--- src/rtl/board_engine_m.sv ---
// N x N, K-in-a-row board: handshaked moves, then a one-cell-per-cycle win/draw scan.
// Define UNDO_EN to add a move-history LIFO with an undo request.
module board_engine_m #(
  parameter int N = 3,
  parameter int K = 3,
  localparam int IW = $clog2(N * N)
) (
  input  logic              clk,
  input  logic              reset,
  input  logic [IW-1:0]     move_loc,
  input  logic              move_valid,
  output logic              move_ready,
  output logic              move_reject,
  input  logic              undo,
  output logic [2*N*N-1:0]  board_state,
  output logic              turn,
  output logic              refresh,
  output logic              game_over,
  output logic [1:0]        winner
);

  localparam int CELLS = N * N;
  localparam int MCW   = $clog2(N * N + 1);

  localparam logic [1:0] S_IDLE = 2'd0;
  localparam logic [1:0] S_SCAN = 2'd1;
  localparam logic [1:0] S_OVER = 2'd2;

  logic [1:0]       state;
  logic [2*CELLS-1:0] board;
  logic [IW-1:0]    scan_r;
  logic [IW-1:0]    scan_c;
  logic [MCW-1:0]   move_count;
  logic [1:0]       mark;
  logic [1:0]       cur_cell;
  logic             in_range;
  logic             legal;
  logic             accept;
  logic             reject_now;
  logic             scan_last;
  logic             hit;
  logic             undo_take;

  assign board_state = board;
  assign move_ready  = (state == S_IDLE);
  assign mark        = turn ? 2'b10 : 2'b01;
  assign in_range    = {1'b0, move_loc} < (IW+1)'(CELLS);
  assign cur_cell    = board[{move_loc, 1'b0} +: 2];
  assign legal       = in_range && (cur_cell == 2'b00);
  assign accept      = (state == S_IDLE) && move_valid && !undo_take && legal;
  assign reject_now  = (state == S_IDLE) && move_valid && !undo_take && !legal;
  assign scan_last   = (scan_r == IW'(N - 1)) && (scan_c == IW'(N - 1));

  // Runs start at the scanned cell; edge-crossing runs are disqualified before any read matters.
  always_comb begin
    int   base;
    int   step;
    logic ok;
    logic all_match;
    hit       = 1'b0;
    step      = 1;
    ok        = 1'b0;
    all_match = 1'b0;
    base      = int'(scan_r) * N + int'(scan_c);
    for (int d = 0; d < 4; d++) begin
      case (d)
        0:       begin step = 1;     ok = (int'(scan_c) + K <= N); end
        1:       begin step = N;     ok = (int'(scan_r) + K <= N); end
        2:       begin step = N + 1; ok = (int'(scan_c) + K <= N) && (int'(scan_r) + K <= N); end
        default: begin step = N - 1; ok = (int'(scan_c) >= K - 1) && (int'(scan_r) + K <= N); end
      endcase
      all_match = ok;
      for (int j = 0; j < K; j++) begin
        if (board[{IW'(base + j * step), 1'b0} +: 2] != mark) all_match = 1'b0;
      end
      if (all_match) hit = 1'b1;
    end
  end

`ifdef UNDO_EN
  logic [IW-1:0] hist [CELLS];
  logic [IW-1:0] pop_loc;
  logic [1:0]    pop_mark;

  assign undo_take = undo && (move_count != '0) && (state != S_SCAN);
  assign pop_loc   = hist[IW'(move_count - 1'b1)];
  assign pop_mark  = board[{pop_loc, 1'b0} +: 2];

  // move_count doubles as the LIFO depth.
  always_ff @(posedge clk) begin
    if (accept) hist[IW'(move_count)] <= move_loc;
  end
`else
  logic unused_undo;
  assign unused_undo = undo;
  assign undo_take   = 1'b0;
`endif

  always_ff @(posedge clk or posedge reset) begin
    if (reset) begin
      state       <= S_IDLE;
      board       <= '0;
      turn        <= 1'b0;
      move_count  <= '0;
      scan_r      <= '0;
      scan_c      <= '0;
      move_reject <= 1'b0;
      refresh     <= 1'b0;
      game_over   <= 1'b0;
      winner      <= 2'b00;
    end else begin
      move_reject <= reject_now;
      refresh     <= accept | undo_take;
      case (state)
        S_IDLE: begin
          if (accept) begin
            board[{move_loc, 1'b0} +: 2] <= mark;
            move_count <= move_count + 1'b1;
            scan_r     <= '0;
            scan_c     <= '0;
            state      <= S_SCAN;
          end
        end
        S_SCAN: begin
          if (hit) begin
            game_over <= 1'b1;
            winner    <= mark;
            state     <= S_OVER;
          end else if (scan_last) begin
            if (move_count == MCW'(CELLS)) begin
              game_over <= 1'b1;
              winner    <= 2'b00;
              state     <= S_OVER;
            end else begin
              turn  <= ~turn;
              state <= S_IDLE;
            end
          end else if (scan_c == IW'(N - 1)) begin
            scan_c <= '0;
            scan_r <= scan_r + 1'b1;
          end else begin
            scan_c <= scan_c + 1'b1;
          end
        end
        default: ;
      endcase
`ifdef UNDO_EN
      // The popped cell's owner moves next, which also holds after a game-ending move.
      if (undo_take) begin
        board[{pop_loc, 1'b0} +: 2] <= 2'b00;
        move_count <= move_count - 1'b1;
        turn       <= pop_mark[1];
        game_over  <= 1'b0;
        winner     <= 2'b00;
        state      <= S_IDLE;
      end
`endif
    end
  end

endmodule

--- config.mk ---
export PLATFORM = sky130hd
export DESIGN_NAME = board_engine_m
export DESIGN_NICKNAME = d
export VERILOG_FILES = /design/src/rtl/board_engine_m.sv
export SDC_FILE = /design/constraint.sdc
export NUM_CORES = 1
export LEC_CHECK = 0
export BUFFER_PORTS_ARGS = -buffer_cell sky130_fd_sc_hd__buf_2
export CORE_MARGIN = 8
export CORE_UTILIZATION = 40
export CTS_CLUSTER_DIAMETER = 120
export DETAILED_ROUTE_END_ITERATION = 12
export GPL_TIMING_DRIVEN = 0
export PLACE_DENSITY = 0.56
export SLEW_MARGIN = 25
export SYNTH_ARGS = -nofsm -noshare
export SYNTH_HDL_FRONTEND = slang
export SYNTH_SLANG_ARGS = --single-unit
--- constraint.sdc ---
create_clock -name clk -period 5.98 [get_ports clk]
set_clock_uncertainty 0.2 [all_clocks]
set_input_delay 0.299 -clock clk [delete_from_list [all_inputs] [get_ports clk]]
set_output_delay 0.299 -clock clk [all_outputs]
set_load 0.01 [all_outputs]
* Word level (Yosys, flattened, before mapping)
Cells that the tools add are included.
Cells by class: add/sub/neg operators 13, multiply operators 1, magnitude comparators 4, equality and inequality tests 16, shift-type cells 10, mux-type cells 38, bitwise operators 3, reduce and logical (&&, ||, !) cells 19
Operators with widths (number):
- indexed part select 18 x 6 -> 2 bit | 8
- two-way mux 4 bit | 7
- two-way mux 1 bit | 19
- bitwise mux 18 bit | 1
- variable shift 2 x 7 -> 18 bit (first input constant) | 1
- indexed part select 2 x 7 -> 18 bit | 1
- adder 4 x 1 -> 4 bit (second input constant) | 4
- two-way mux 2 bit | 8
- one-hot mux 4 bit (2 select lines) | 2
- != test 2 bit | 7
- adder 4 x 2 -> 5 bit (second input constant) | 2
- less-or-equal comparator 5 x 2 -> 1 bit (second input constant) | 2
- adder 4 x 2 -> 4 bit (second input constant) | 2
- adder 4 x 3 -> 4 bit (second input constant) | 2
- == test 4 x 2 -> 1 bit (second input constant) | 2
- AND reduction 4 bit | 2
- logical AND 1 bit | 7
- negation 5 -> 7 bit | 1
- != test 2 bit (second input constant) | 3
- AND reduction 3 bit | 2
- nonzero test 2 bit | 3
- AND reduction 5 bit | 1
- adder 4 bit | 1
- adder 4 bit (second input constant) | 1
- 12 further kinds | 15
Storage, ports and cells: bits in registers 38, bits of input ports 8, output and inout bits 25, word-level logic and storage cells 114

* Logic depth before layout (Yosys ltp)
depth in word-level cells 13, gate-level depth with buffers 16, gate-level depth less buffers 15

* Worst setup path before layout
OpenSTA, ideal clock, no wires.
path type register to register, start register scan_r[0], end register scan_r[0], library setup time 0.080 ns, arrival 4.196 ns, required time 5.700 ns, slack 1.504 ns, stages on the path, launching flop included 16, buffers on the path 1, clock period less this slack 4.476 ns, cells stage by stage dfrtp_1 fa_1 ha_1 inv_1 fa_1 clkbuf_8 inv_1 ha_1 xnor3_1 mux2_4 or3_4 a221oi_4 or3_1 o21a_4 nand2b_4 mux2i_1
On the way: word-level cells in the longest chain between the ends 13, elaborated cells on any way between the ends 52, those cells by class 9 x add/sub; 1 x mul; 1 x order compare; 10 x eq/ne; 7 x shift; 20 x mux; 4 x reduce/logical
RTL lines:
- start: declaration | RTL line 31 | logic [IW-1:0] scan_r;
- start signal: assignment | RTL line 140 | scan_r <= scan_r + 1'b1;
- multiplier 4 x 2 -> 4 bit | RTL line 64 | base = int'(scan_r) * N + int'(scan_c);
- adder 4 bit | RTL line 64
- adder 4 x 1 -> 4 bit / indexed part select 18 x 6 -> 2 bit (equally long branches) | RTL line 74 | if (board[{IW'(base + j * step), 1'b0} +: 2] != mark) all_match = 1'b0;
- indexed part select 18 x 6 -> 2 bit / != test 2 bit (equally long branches) | RTL line 74
- != test 2 bit / two-way mux 1 bit (equally long branches) | RTL line 74
- two-way mux 1 bit (2 in a row) | RTL line 74
- two-way mux 1 bit (4 in a row) | RTL line 76 | if (all_match) hit = 1'b1;
- != test 2 bit (no line)
- AND reduction 5 bit (no line)
Several ways; a longest one is shown, not always the timed one. The select of a mux whose other input is x is not followed. A chain may end at the register's enable or synchronous reset.

* Final worst setup path
start register scan_r[0], end register game_over
On the way: word-level cells in the longest chain between the ends 13, elaborated cells on any way between the ends 48, those cells by class 8 x add/sub; 1 x mul; 1 x order compare; 8 x eq/ne; 7 x shift; 17 x mux; 6 x reduce/logical
RTL lines:
- multiplier 4 x 2 -> 4 bit | RTL line 64
- adder 4 bit | RTL line 64
- adder 4 x 1 -> 4 bit / indexed part select 18 x 6 -> 2 bit (equally long branches) | RTL line 74
- indexed part select 18 x 6 -> 2 bit / != test 2 bit (equally long branches) | RTL line 74
- != test 2 bit / two-way mux 1 bit (equally long branches) | RTL line 74
- two-way mux 1 bit (2 in a row) | RTL line 74
- two-way mux 1 bit (4 in a row) | RTL line 76
- nonzero test 2 bit (no line)
- AND reduction 3 bit (no line)
- end signal: assignment | RTL line 109 | game_over <= 1'b0;
- end signal: assignment | RTL line 126 | game_over <= 1'b1;
- end signal: assignment | RTL line 131 | game_over <= 1'b1;
- end: declaration | RTL line 18 | output logic game_over,
Several ways; a longest one is shown, not always the timed one.

==> results.cfg <==
[timing]
tightest_slew_ps = 522
finalSetupTns_ps = 0
period_share = 0.827
slew_viol_final = 0
relSlewSlack = 0.650
setup_violations = 0
max_freq_ghz = 0.202
rsz0062_at_grt = false
final-hold-violation-count = 0
min_period_ps = 4940
hold_ws_ps = 29.1

[place]
dpl.hpwl_mm = 6.80
placed_cells = 497
port_buffers = 31
gp_congestion = 0.845

[die]
die_area_um2 = 11800
die_x_um = 109
core_area_um2 = 8260
initial_core_util = 0.415
io_pins = 33
die_height_um = 109
row_count = 33

[critical_path]
cp_max_fo = 10
critPathLaunchType = flop
required_ps = 5950
critical_path_class = reg2reg
worstSetupEndpointType = flop
rr_worst_depth = 16
crit_arrival_ps = 4920

[run]
drv_cap = 0

[cts]
clock_sinks = 38
cts_tree = yes
root_buffer = clkbuf_8
cts_made_buffers = 5
cts_htree_levels = 2
clk_latency_ps = 290
cts_setup_buffers = 0
cts_buffer_depth = 2
clk_pin_slew_ps = 80

[run_status]
outcome = finished, final reports clean

[yosys]
synthCells = 360
yosysTopAreaCellShare = 0.277
syn_nets = 395
ys_warn_count = 0
yosysSeqAreaShare = 0.277
ys_seq_elements = 38
synthTopCellsByCount = dfrtp_1 (38), nand2_1 (35), ha_1 (24), inv_1 (24)
synth.most_common_cell = dfrtp_1
synth_area_leaders = dfrtp_1 (28%), ha_1 (8.8%), mux2i_1 (6.7%)
synth_area_leader_cell = dfrtp_1
syn_area_um2 = 3430
synth_edf_count = 0
synth_cell_types = 74
syn_area_per_cell_um2 = 9.52
synth-async-reset-ratio = 1.00
synth-main-ff-cell = dfrtp_1

[drt]
num_vias = 2800
wire_per_inst_um = 17.0
drc = 0
via_per_inst = 5.53
drt_iter0_drc = 130
wl_mm = 8.59
first_pass_iters = 4
ant_nets = 0

[global_route]
grt_pass1_wl_mm = 14.6
antenna_found_initial = 0
grt_start_max_net_pins = 29
track_usage = 0.153
overflow = 0
grt_pass1_vias = 2873

[cells_and_area]
multi_input_area_um2 = 2280
syn2layout_area_growth_pct = 13.4
final_nets = 435
fill_cells = 825
final_cells = 506
regArea_um2 = 951
num_antenna_cells = 0
drive_above_1_share = 0.234

[hold_path]
hp-class = in2reg
whs_path_depth = 3
## routing by layer
layer	up-vias	wire length (µm)	GRT usage
met5	-	0	0
met4	0	79	0.0411
met3	7	379	0.0220
met2	60	3990	0.244
met1	1342	4130	0.212
li1	1391	-	-
## cell type report
class                   count  share of cell area
multi-input cells         285               0.585
plain buffers              12              0.0277
repair buffers             33              0.0476
flip-flops and latches     38               0.245
well taps                 105              0.0338
clock inverters             2              0.0154
inverters                  25              0.0241
clock buffers               6              0.0212
## final timing paths
path | slack, ps | startpoint | end
worst max-delay path | 1040 | scan_r[0]$_DFFE_PP0P_ | game_over$_DFFE_PP0P_
worst min-delay path | 30 | move_valid | move_reject$_DFF_PP0_
worst max register to register | 1040 | scan_r[0]$_DFFE_PP0P_ | game_over$_DFFE_PP0P_
worst min register to register | 280 | move_count[3]$_DFFE_PP0P_ | move_count[3]$_DFFE_PP0P_
max in group asynchronous | 4860 | reset | board_state[9]$_DFFE_PP0P_
min in group asynchronous | 280 | reset | scan_r[0]$_DFFE_PP0P_
## timing repair
action                                 in CTS  in global routing
endpoints found under the hold margin      10                  0
resized for setup                           0                  0
hold buffers                                1                  0
## worst max-delay path, stage by stage, from the launching register on
cell and delay (ps):
dfrtp_1 510, fa_1 580, ha_1 140, inv_1 50, fa_1 470, clkbuf_8 180, inv_1 200, ha_1 280
xnor3_1 510, mux2i_2 310, nor4_1 100, a41oi_1 180, o22ai_1 110, o311a_4 340, o21ai_2 310, a21oi_2 130
or2_1 220
## placed cells by master (no fill, tap or decap), types with 9 or more instances in the layout
| cell | netlist | layout |
|---|---|---|
| a21oi_1 | 13 | 13 |
| buf_2 | 1 | 32 |
| clkbuf_8 | 3 | 9 |
| dfrtp_1 | 38 | 38 |
| ha_1 | 24 | 24 |
| inv_1 | 24 | 23 |
| mux2_2 | 12 | 12 |
| mux2i_1 | 23 | 23 |
| nand2_1 | 35 | 35 |
| nand3_1 | 10 | 10 |
| nor2_1 | 23 | 23 |
| nor3_1 | 12 | 12 |
| o21ai_0 | 14 | 14 |
## flip-flops by register name (all words and copies together) (netlist names)
name	flops
board_state	18
move_count	4
scan_c	4
scan_r	4
state	2
winner	2
game_over	1
move_reject	1
refresh	1
turn	1
## per-stage QoR
stage | setup WS [ps] | util | area [µm²]
5_1_grt | 732 | 0.471 | 3890
4_1_cts | 1060 | 0.471 | 3890
3_5_place_dp | 1080 | 0.452 | 3730
2_1_floorplan | 1500 | - | 3430
6_report | 1040 | 0.471 | 3890
3_3_place_gp | 1080 | 0.450 | 3710
## logic make-up after synthesis
group | count (synthesis) | share of synthesized area
DFF | 38 | 0.277
AOI/OAI and AO/OA | 71 | 0.157
xor gates and xnor gates | 14 | 0.0493
and+or+nand+nor | 129 | 0.195
muxes | 44 | 0.158
buffers and inverters | 37 | 0.0588
adders and majority gates | 27 | 0.105
Power is left out: the tool's default activity adds up to more than one toggle a clock period on the data nets, which glitch-free logic cannot reach.
